--- src/rtl/mem_fu_pkg.sv ---
// Shared types for the memory functional unit: issue packet, CDB broadcast,
// load/store op encodings and ROB tag width.
package mem_fu_pkg;

  localparam int DATA_W        = 32;
  localparam int ROB_TAG_WIDTH = 4;

  // funct3 encodings; loads and stores share the width field
  localparam logic [2:0] LB  = 3'b000;
  localparam logic [2:0] LH  = 3'b001;
  localparam logic [2:0] LW  = 3'b010;
  localparam logic [2:0] LBU = 3'b100;
  localparam logic [2:0] LHU = 3'b101;
  localparam logic [2:0] SB  = 3'b000;
  localparam logic [2:0] SH  = 3'b001;
  localparam logic [2:0] SW  = 3'b010;

  typedef enum logic {
    IS_LOAD  = 1'b0,
    IS_STORE = 1'b1
  } ls_e;

  typedef struct packed {
    logic [31:0] insn;
    logic [31:0] pc_rdata;
    logic [31:0] mem_addr;
    logic [3:0]  mem_rmask;
    logic [3:0]  mem_wmask;
    logic [31:0] mem_rdata;
    logic [31:0] mem_wdata;
  } rvfi_t;

  typedef struct packed {
    logic                     valid;
    logic [2:0]               mem_op;
    ls_e                      ls;
    logic [DATA_W-1:0]        rs1_v;
    logic [DATA_W-1:0]        rs2_v;
    logic [DATA_W-1:0]        offset;
    logic [ROB_TAG_WIDTH-1:0] rob_tag;
    logic [DATA_W-1:0]        pc;
    rvfi_t                    rvfi;
  } fu_pkt_t;

  typedef struct packed {
    logic                     valid;
    logic [ROB_TAG_WIDTH-1:0] rob_tag;
    logic [DATA_W-1:0]        data;
    rvfi_t                    rvfi;
  } cdb_t;

endpackage

--- src/rtl/mem_fu_align.sv ---
// Byte-lane logic: access mask, store-data lane shift, load extraction and
// sign/zero extension. Purely combinational so a store buffer can reuse it.
module mem_fu_align
  import mem_fu_pkg::*;
(
  input  logic [2:0]        i_mem_op,
  input  logic [1:0]        i_offset,
  input  logic [DATA_W-1:0] i_store_data,
  input  logic [DATA_W-1:0] i_load_raw,
  output logic [3:0]        o_mask,
  output logic [DATA_W-1:0] o_store_data,
  output logic [DATA_W-1:0] o_load_data
);

  function automatic logic [DATA_W-1:0] load_format(input logic [2:0]        op,
                                                     input logic [DATA_W-1:0] lane);
    case (op)
      LB:      return {{24{lane[7]}}, lane[7:0]};
      LBU:     return {24'b0, lane[7:0]};
      LH:      return {{16{lane[15]}}, lane[15:0]};
      LHU:     return {16'b0, lane[15:0]};
      default: return lane;
    endcase
  endfunction

  logic [4:0] w_shamt;
  assign w_shamt = {i_offset, 3'b000};

  always_comb begin
    o_mask = 4'hF;
    case (i_mem_op[1:0])
      2'b00:   o_mask = 4'b0001 << i_offset;
      2'b01:   o_mask = 4'b0011 << i_offset;
      default: o_mask = 4'hF;
    endcase
  end

  assign o_store_data = i_store_data << w_shamt;
  assign o_load_data  = load_format(i_mem_op, i_load_raw >> w_shamt);

endmodule

--- src/rtl/mem_fu.sv ---
// Memory functional unit: accepts one load/store, drives a single-outstanding
// data-memory port, and broadcasts the result on the CDB with req/ack.
module mem_fu
  import mem_fu_pkg::*;
#(
  parameter int XLEN      = DATA_W,
  parameter int ROB_TAG_W = ROB_TAG_WIDTH
) (
  input  logic                 i_clk,
  input  logic                 i_rst,
  input  logic                 i_flush,
  input  fu_pkt_t              i_mem_pkt,
  output logic                 o_backpressure,
  input  logic [ROB_TAG_W-1:0] i_rob_head_tag,
  output logic [XLEN-1:0]      o_dmem_addr,
  output logic [3:0]           o_dmem_rmask,
  output logic [3:0]           o_dmem_wmask,
  output logic [XLEN-1:0]      o_dmem_wdata,
  input  logic [XLEN-1:0]      i_dmem_rdata,
  input  logic                 i_dmem_resp,
  output logic                 o_cdb_req,
  input  logic                 i_cdb_ack,
  output cdb_t                 o_cdb_out
);

  typedef enum logic [2:0] {
    S_IDLE, S_ST_WAIT, S_REQ, S_RESP_WAIT, S_RESULT
  } state_e;

  state_e          r_state, w_state_nxt;
  fu_pkt_t         r_pkt;
  logic [XLEN-1:0] r_addr;
  logic            r_drop;
  cdb_t            r_result;

  logic            w_accept, w_is_store, w_in_req;
  logic [3:0]      w_mask;
  logic [XLEN-1:0] w_aligned, w_wdata, w_ldata;
  logic            w_unused;

  assign w_accept   = (r_state == S_IDLE) && i_mem_pkt.valid && !i_flush;
  assign w_is_store = (r_pkt.ls == IS_STORE);
  assign w_in_req   = (r_state == S_REQ);
  assign w_aligned  = {r_addr[XLEN-1:2], 2'b00};
  // valid/rs1/offset are fully consumed at accept time
  assign w_unused   = ^{r_pkt.valid, r_pkt.rs1_v, r_pkt.offset};

  mem_fu_align u_align (
    .i_mem_op     (r_pkt.mem_op),
    .i_offset     (r_addr[1:0]),
    .i_store_data (r_pkt.rs2_v),
    .i_load_raw   (i_dmem_rdata),
    .o_mask       (w_mask),
    .o_store_data (w_wdata),
    .o_load_data  (w_ldata)
  );

  always_comb begin
    w_state_nxt = r_state;
    unique case (r_state)
      S_IDLE:
        if (w_accept)
          w_state_nxt = (i_mem_pkt.ls == IS_LOAD || i_mem_pkt.rob_tag == i_rob_head_tag)
                        ? S_REQ : S_ST_WAIT;
      S_ST_WAIT:
        if (i_flush)                            w_state_nxt = S_IDLE;
        else if (r_pkt.rob_tag == i_rob_head_tag) w_state_nxt = S_REQ;
      S_REQ:
        w_state_nxt = S_RESP_WAIT;
      // an issued request cannot be cancelled; squash only once it returns
      S_RESP_WAIT:
        if (i_dmem_resp) w_state_nxt = (r_drop || i_flush) ? S_IDLE : S_RESULT;
      S_RESULT:
        if (i_flush || i_cdb_ack) w_state_nxt = S_IDLE;
      default:
        w_state_nxt = S_IDLE;
    endcase
  end

  always_ff @(posedge i_clk) begin
    if (i_rst) begin
      r_state  <= S_IDLE;
      r_pkt    <= '0;
      r_addr   <= '0;
      r_drop   <= 1'b0;
      r_result <= '0;
    end else begin
      r_state <= w_state_nxt;
      if (w_accept) begin
        r_pkt  <= i_mem_pkt;
        r_addr <= i_mem_pkt.rs1_v + i_mem_pkt.offset;
      end
      if (w_state_nxt == S_IDLE)
        r_drop <= 1'b0;
      else if (i_flush && (r_state == S_REQ || r_state == S_RESP_WAIT))
        r_drop <= 1'b1;
      if (r_state == S_RESP_WAIT && i_dmem_resp) begin
        r_result.valid          <= 1'b1;
        r_result.rob_tag        <= r_pkt.rob_tag;
        r_result.data           <= w_is_store ? '0 : w_ldata;
        r_result.rvfi           <= r_pkt.rvfi;
        r_result.rvfi.pc_rdata  <= r_pkt.pc;
        r_result.rvfi.mem_addr  <= w_aligned;
        r_result.rvfi.mem_rmask <= w_is_store ? 4'b0 : w_mask;
        r_result.rvfi.mem_wmask <= w_is_store ? w_mask : 4'b0;
        r_result.rvfi.mem_rdata <= w_is_store ? '0 : i_dmem_rdata;
        r_result.rvfi.mem_wdata <= w_is_store ? w_wdata : '0;
      end
    end
  end

  assign o_backpressure = (r_state != S_IDLE);
  assign o_dmem_addr    = w_in_req ? w_aligned : '0;
  assign o_dmem_rmask   = (w_in_req && !w_is_store) ? w_mask : 4'b0;
  assign o_dmem_wmask   = (w_in_req && w_is_store) ? w_mask : 4'b0;
  assign o_dmem_wdata   = (w_in_req && w_is_store) ? w_wdata : '0;
  assign o_cdb_req      = (r_state == S_RESULT);
  assign o_cdb_out      = o_cdb_req ? r_result : '0;

endmodule

--- config.mk ---
export PLATFORM = sky130hd
export DESIGN_NAME = mem_fu
export DESIGN_NICKNAME = d
export VERILOG_FILES = /design/src/rtl/mem_fu_pkg.sv /design/src/rtl/mem_fu_align.sv /design/src/rtl/mem_fu.sv
export SDC_FILE = /design/constraint.sdc
export NUM_CORES = 1
export LEC_CHECK = 0
export BUFFER_PORTS_ARGS = -buffer_cell sky130_fd_sc_hd__buf_2
export CAP_MARGIN = 25
export CORE_AREA = 2 2 241 243
export CTS_CLUSTER_SIZE = 12
export DETAILED_ROUTE_END_ITERATION = 10
export DIE_AREA = 0 0 243 245
export GPL_TIMING_DRIVEN = 0
export HOLD_SLACK_MARGIN = 0.15
export MAX_ROUTING_LAYER = met4
export PLACE_DENSITY = 0.53
export SETUP_SLACK_MARGIN = 0.15
export SLEW_MARGIN = 20
export SYNTH_ARGS = -nofsm -noshare
export SYNTH_HDL_FRONTEND = slang
export SYNTH_SLANG_ARGS = --single-unit
--- constraint.sdc ---
create_clock -name i_clk -period 2.71 [get_ports i_clk]
set_input_delay 0.271 -clock i_clk [delete_from_list [all_inputs] [get_ports i_clk]]
set_output_delay 0.271 -clock i_clk [all_outputs]
set_load 0.03 [all_outputs]
==> flow_summary.ini <==
[drt]
drt-total-wl_mm = 78.3
drt_iter0_drc = 1286
route.detailed.drc = 0
via_per_inst = 5.04
vias = 18530
wl_per_cell_um = 21.3
drtAntennaViolNets = 0
drt-pass1-iter-count = 5

[setup_path]
cp-end-kind = primary output
worstPathArrival_ns = 2.21
crit_path_start = r_addr[1]
cp.required_ns = 2.44
critPathTopFamily = buffers and inverters
cp_cell_sequence = buf_6 -> buf_6 -> clkbuf_4 -> o21ai_0 -> and3_1 -> buf_2
crit_path_start_kind = register
crit_path_frequent_cell = buf_6
reg2reg_from = r_state[2]
crit_path_max_incr_delay_ns = 0.35
path_class = register to primary output
crit_slowest_cell = o21ai_0
cp_max_fo = 10
path_buf_inv = 4

[grt]
grt_pass1_wl_mm = 114
grt_max_degree = 13
busiest_layer = met2
antenna_found_initial = 18
grt-ovfl-total = 0
use_met2 = 0.425
grt_pass1_vias = 18176
track_usage = 0.259
grt_util_met3 = 0.0506
grtUsageMet1 = 0.319

[timing]
min_period_ns = 2.48
final_max_slew_viol_count = 0
worst_pin_slew_ns = 0.989
clock_skew_ns = 0.0260
setup_viol = 0
grt_setup_unrepaired = yes
worst_slack_ns = 0.227
fin_crit_sh = 0.916
max_freq_ghz = 0.403
slew_headroom = 0.340
hold_viol_final = 0

[synth]
synthArstFlopShare = 0
synthCells = 2193
yosysSeqAreaShare = 0.414
synth_edf_count = 0
ys_ff_latch = 343
synth-main-ff-cell = dfxtp_1
synthesis.area_um2 = 16600
avgSynthCellArea_um2 = 7.56
synth_cell_type_count = 66
synth_warnings = 0

[placement]
place.gp.congestion = 0.934
place_hpwl_mm = 60.6
portBuffers = 484
place_area_um2 = 20000
pre_cts_slack_ns = -0.460

[finish]
drive_gt1_frac = 0.242
mostFrequentLayoutCells = 510 x nand2_1, 448 x buf_2, 342 x dfxtp_1
layout_commonest_cell = nand2_1
syn_to_final_growth_pct = 41.3
fin_area_um2 = 23400
final_nets = 3241

[floorplan]
core_area_um2 = 57000
start_util = 0.291
die_x_um = 243
core.rowCount = 88
dieArea_um2 = 59500
die_h_um = 245
num_io_pins = 625

[outcome]
status = complete, no violations

[clock_tree]
h-tree-depth = 2
numCtsBuffers = 44
clk_latency_ns = 0.58
clock-sinks = 343
root_buffer = clkbuf_16
clkTransAtPathRegs_ns = 0.06
cts_tree = built
max-clock-path-buffers = 3

[power]
total_power_mw = 13.3
ir_drop_uv = 368
p_leak_nw = 10.6
power_density_nw_per_um2 = 570

[job]
cap_violations = 0

[hold_path]
hold_class = input pin to register
hp-start = i_dmem_rdata[0]
==> metal layers <==
layer / vias to the layer above / part of all wire
li1: 8871 / -
met2: 781 / 0.47
met5: - / 0
met4: 0 / 0.032
met1: 8744 / 0.43
met3: 134 / 0.068
==> cell families (layout without fill, tap and decap cells) <==
| family | Yosys count | count (layout) | synth area share |
|---|---|---|---|
| buffers and inverters | 206 | 903 | 0.0486 |
| XOR/XNOR | 32 | 32 | 0.0169 |
| other | 1 | 20 | 0.000226 |
| AND/OR/NAND/NOR | 1038 | 1038 | 0.294 |
| adder cells (fa/ha/maj) | 32 | 32 | 0.0246 |
| flip-flops | 343 | 343 | 0.414 |
| multiplexers | 41 | 41 | 0.0254 |
| AO/OA/AOI/OAI | 500 | 500 | 0.176 |
==> per-stage QoR <==
| step | hold slack (ns) | cells | setup TNS (ns) | utilization |
|---|---|---|---|---|
| 6_report | 0.177 | 3674 | 0 | 0.411 |
| 5_1_grt | 0.159 | 3674 | 0 | 0.411 |
| 4_1_cts | 0.152 | 3654 | 0 | 0.406 |
| 3_5_place_dp | 0.440 | 3449 | -43.72 | 0.351 |
| 3_3_place_gp | 0.436 | 3445 | -163.16 | 0.350 |
| 2_1_floorplan | 0.407 | 2196 | 0 | - |
==> worst reg2reg max path: stages (launching register included) <==
cell and delay [ns]:
dfxtp_1 0.31, buf_6 0.14, inv_4 0.07, nand2_2 0.09, nor2_2 0.41, buf_6 0.22, clkbuf_2 0.32, clkbuf_1 0.44
nand2_1 0.11, a21oi_1 0.14
==> layout make-up <==
type	instances	area [um2]
antenna	16	40.0
inverter	10	40.0
sequential	343	6870
fill	5977	33600
multi-input combinational	1647	9040
timing repair buffer	622	3960
clock buffer	59	1280
clock inverter	17	203
buffer	195	1040
tap	765	957
==> power by group <==
group          switching [mW]  internal (mW)  total, mW
clock network            2.41           3.60       6.00
registers               0.122           5.18       5.30
logic                    1.25          0.783       2.03
total                    3.78           9.56       13.3
==> registers in the layout, summed over array words and instances (netlist names) <==
name and cells:
r_state 3, w_is_store 1, r_addr 32, r_drop 1, r_pkt 103, r_result 203
==> cells in the mapped netlist (3+ instances only) <==
| cell | instances | area share |
|---|---|---|
| nand2_1 | 512 | 0.12 |
| dfxtp_1 | 343 | 0.41 |
| a21oi_1 | 305 | 0.092 |
| and3_1 | 224 | 0.085 |
| clkbuf_1 | 167 | 0.038 |
| nor2_1 | 147 | 0.033 |
| a22oi_1 | 56 | 0.025 |
| o21ai_0 | 50 | 0.015 |
| and2_1 | 41 | 0.015 |
| mux2i_1 | 33 | 0.020 |
| nor3b_1 | 33 | 0.015 |
| ha_1 | 31 | 0.023 |
| nor2b_1 | 22 | 0.0083 |
| xnor2_1 | 18 | 0.0095 |
| a21o_1 | 15 | 0.0068 |
| nand3_1 | 15 | 0.0045 |
| xor2_1 | 14 | 0.0074 |
| buf_2 | 13 | 0.0039 |
| nor3_1 | 12 | 0.0036 |
| buf_1 | 11 | 0.0025 |
| a211o_1 | 9 | 0.0048 |
| inv_1 | 9 | 0.0020 |
| a31oi_1 | 8 | 0.0030 |
| mux2_2 | 8 | 0.0054 |
| nand3b_1 | 8 | 0.0036 |
| a211oi_1 | 7 | 0.0032 |
| a32oi_1 | 7 | 0.0037 |
| o21ai_1 | 6 | 0.0018 |
| nand2b_1 | 5 | 0.0019 |
| o21a_1 | 5 | 0.0023 |
| buf_4 | 4 | 0.0018 |
| nand4_1 | 4 | 0.0015 |
| o31ai_1 | 4 | 0.0018 |
| a21oi_2 | 3 | 0.0016 |
| a311oi_1 | 3 | 0.0016 |
| nor4_1 | 3 | 0.0011 |
| or2_2 | 3 | 0.0011 |
==> path summary, 6_finish.rpt <==
| path | endpoint | slack [ns] | depth (start not counted) |
|---|---|---|---|
| worst max-delay path | o_dmem_wdata[25] | 0.23 | 6 |
| worst min-delay path | r_result[32] | 0.18 | 4 |
| worst max register to register | r_result[151] | 0.38 | 9 |
| worst min register to register | r_result[74] | 0.45 | 2 |
==> repair_timing <==
item / CTS / global route
hold buffers: 128 / 0
hold endpoints to repair: 133 / 0
pin swaps: 2 / 3
gates cloned: 1 / 0
buffers inserted: 1 / 4
resized for setup: 144 / 101
endpoints found under the setup margin: 544 / 268
No activity file was read; power rests on OpenSTA's default activity.
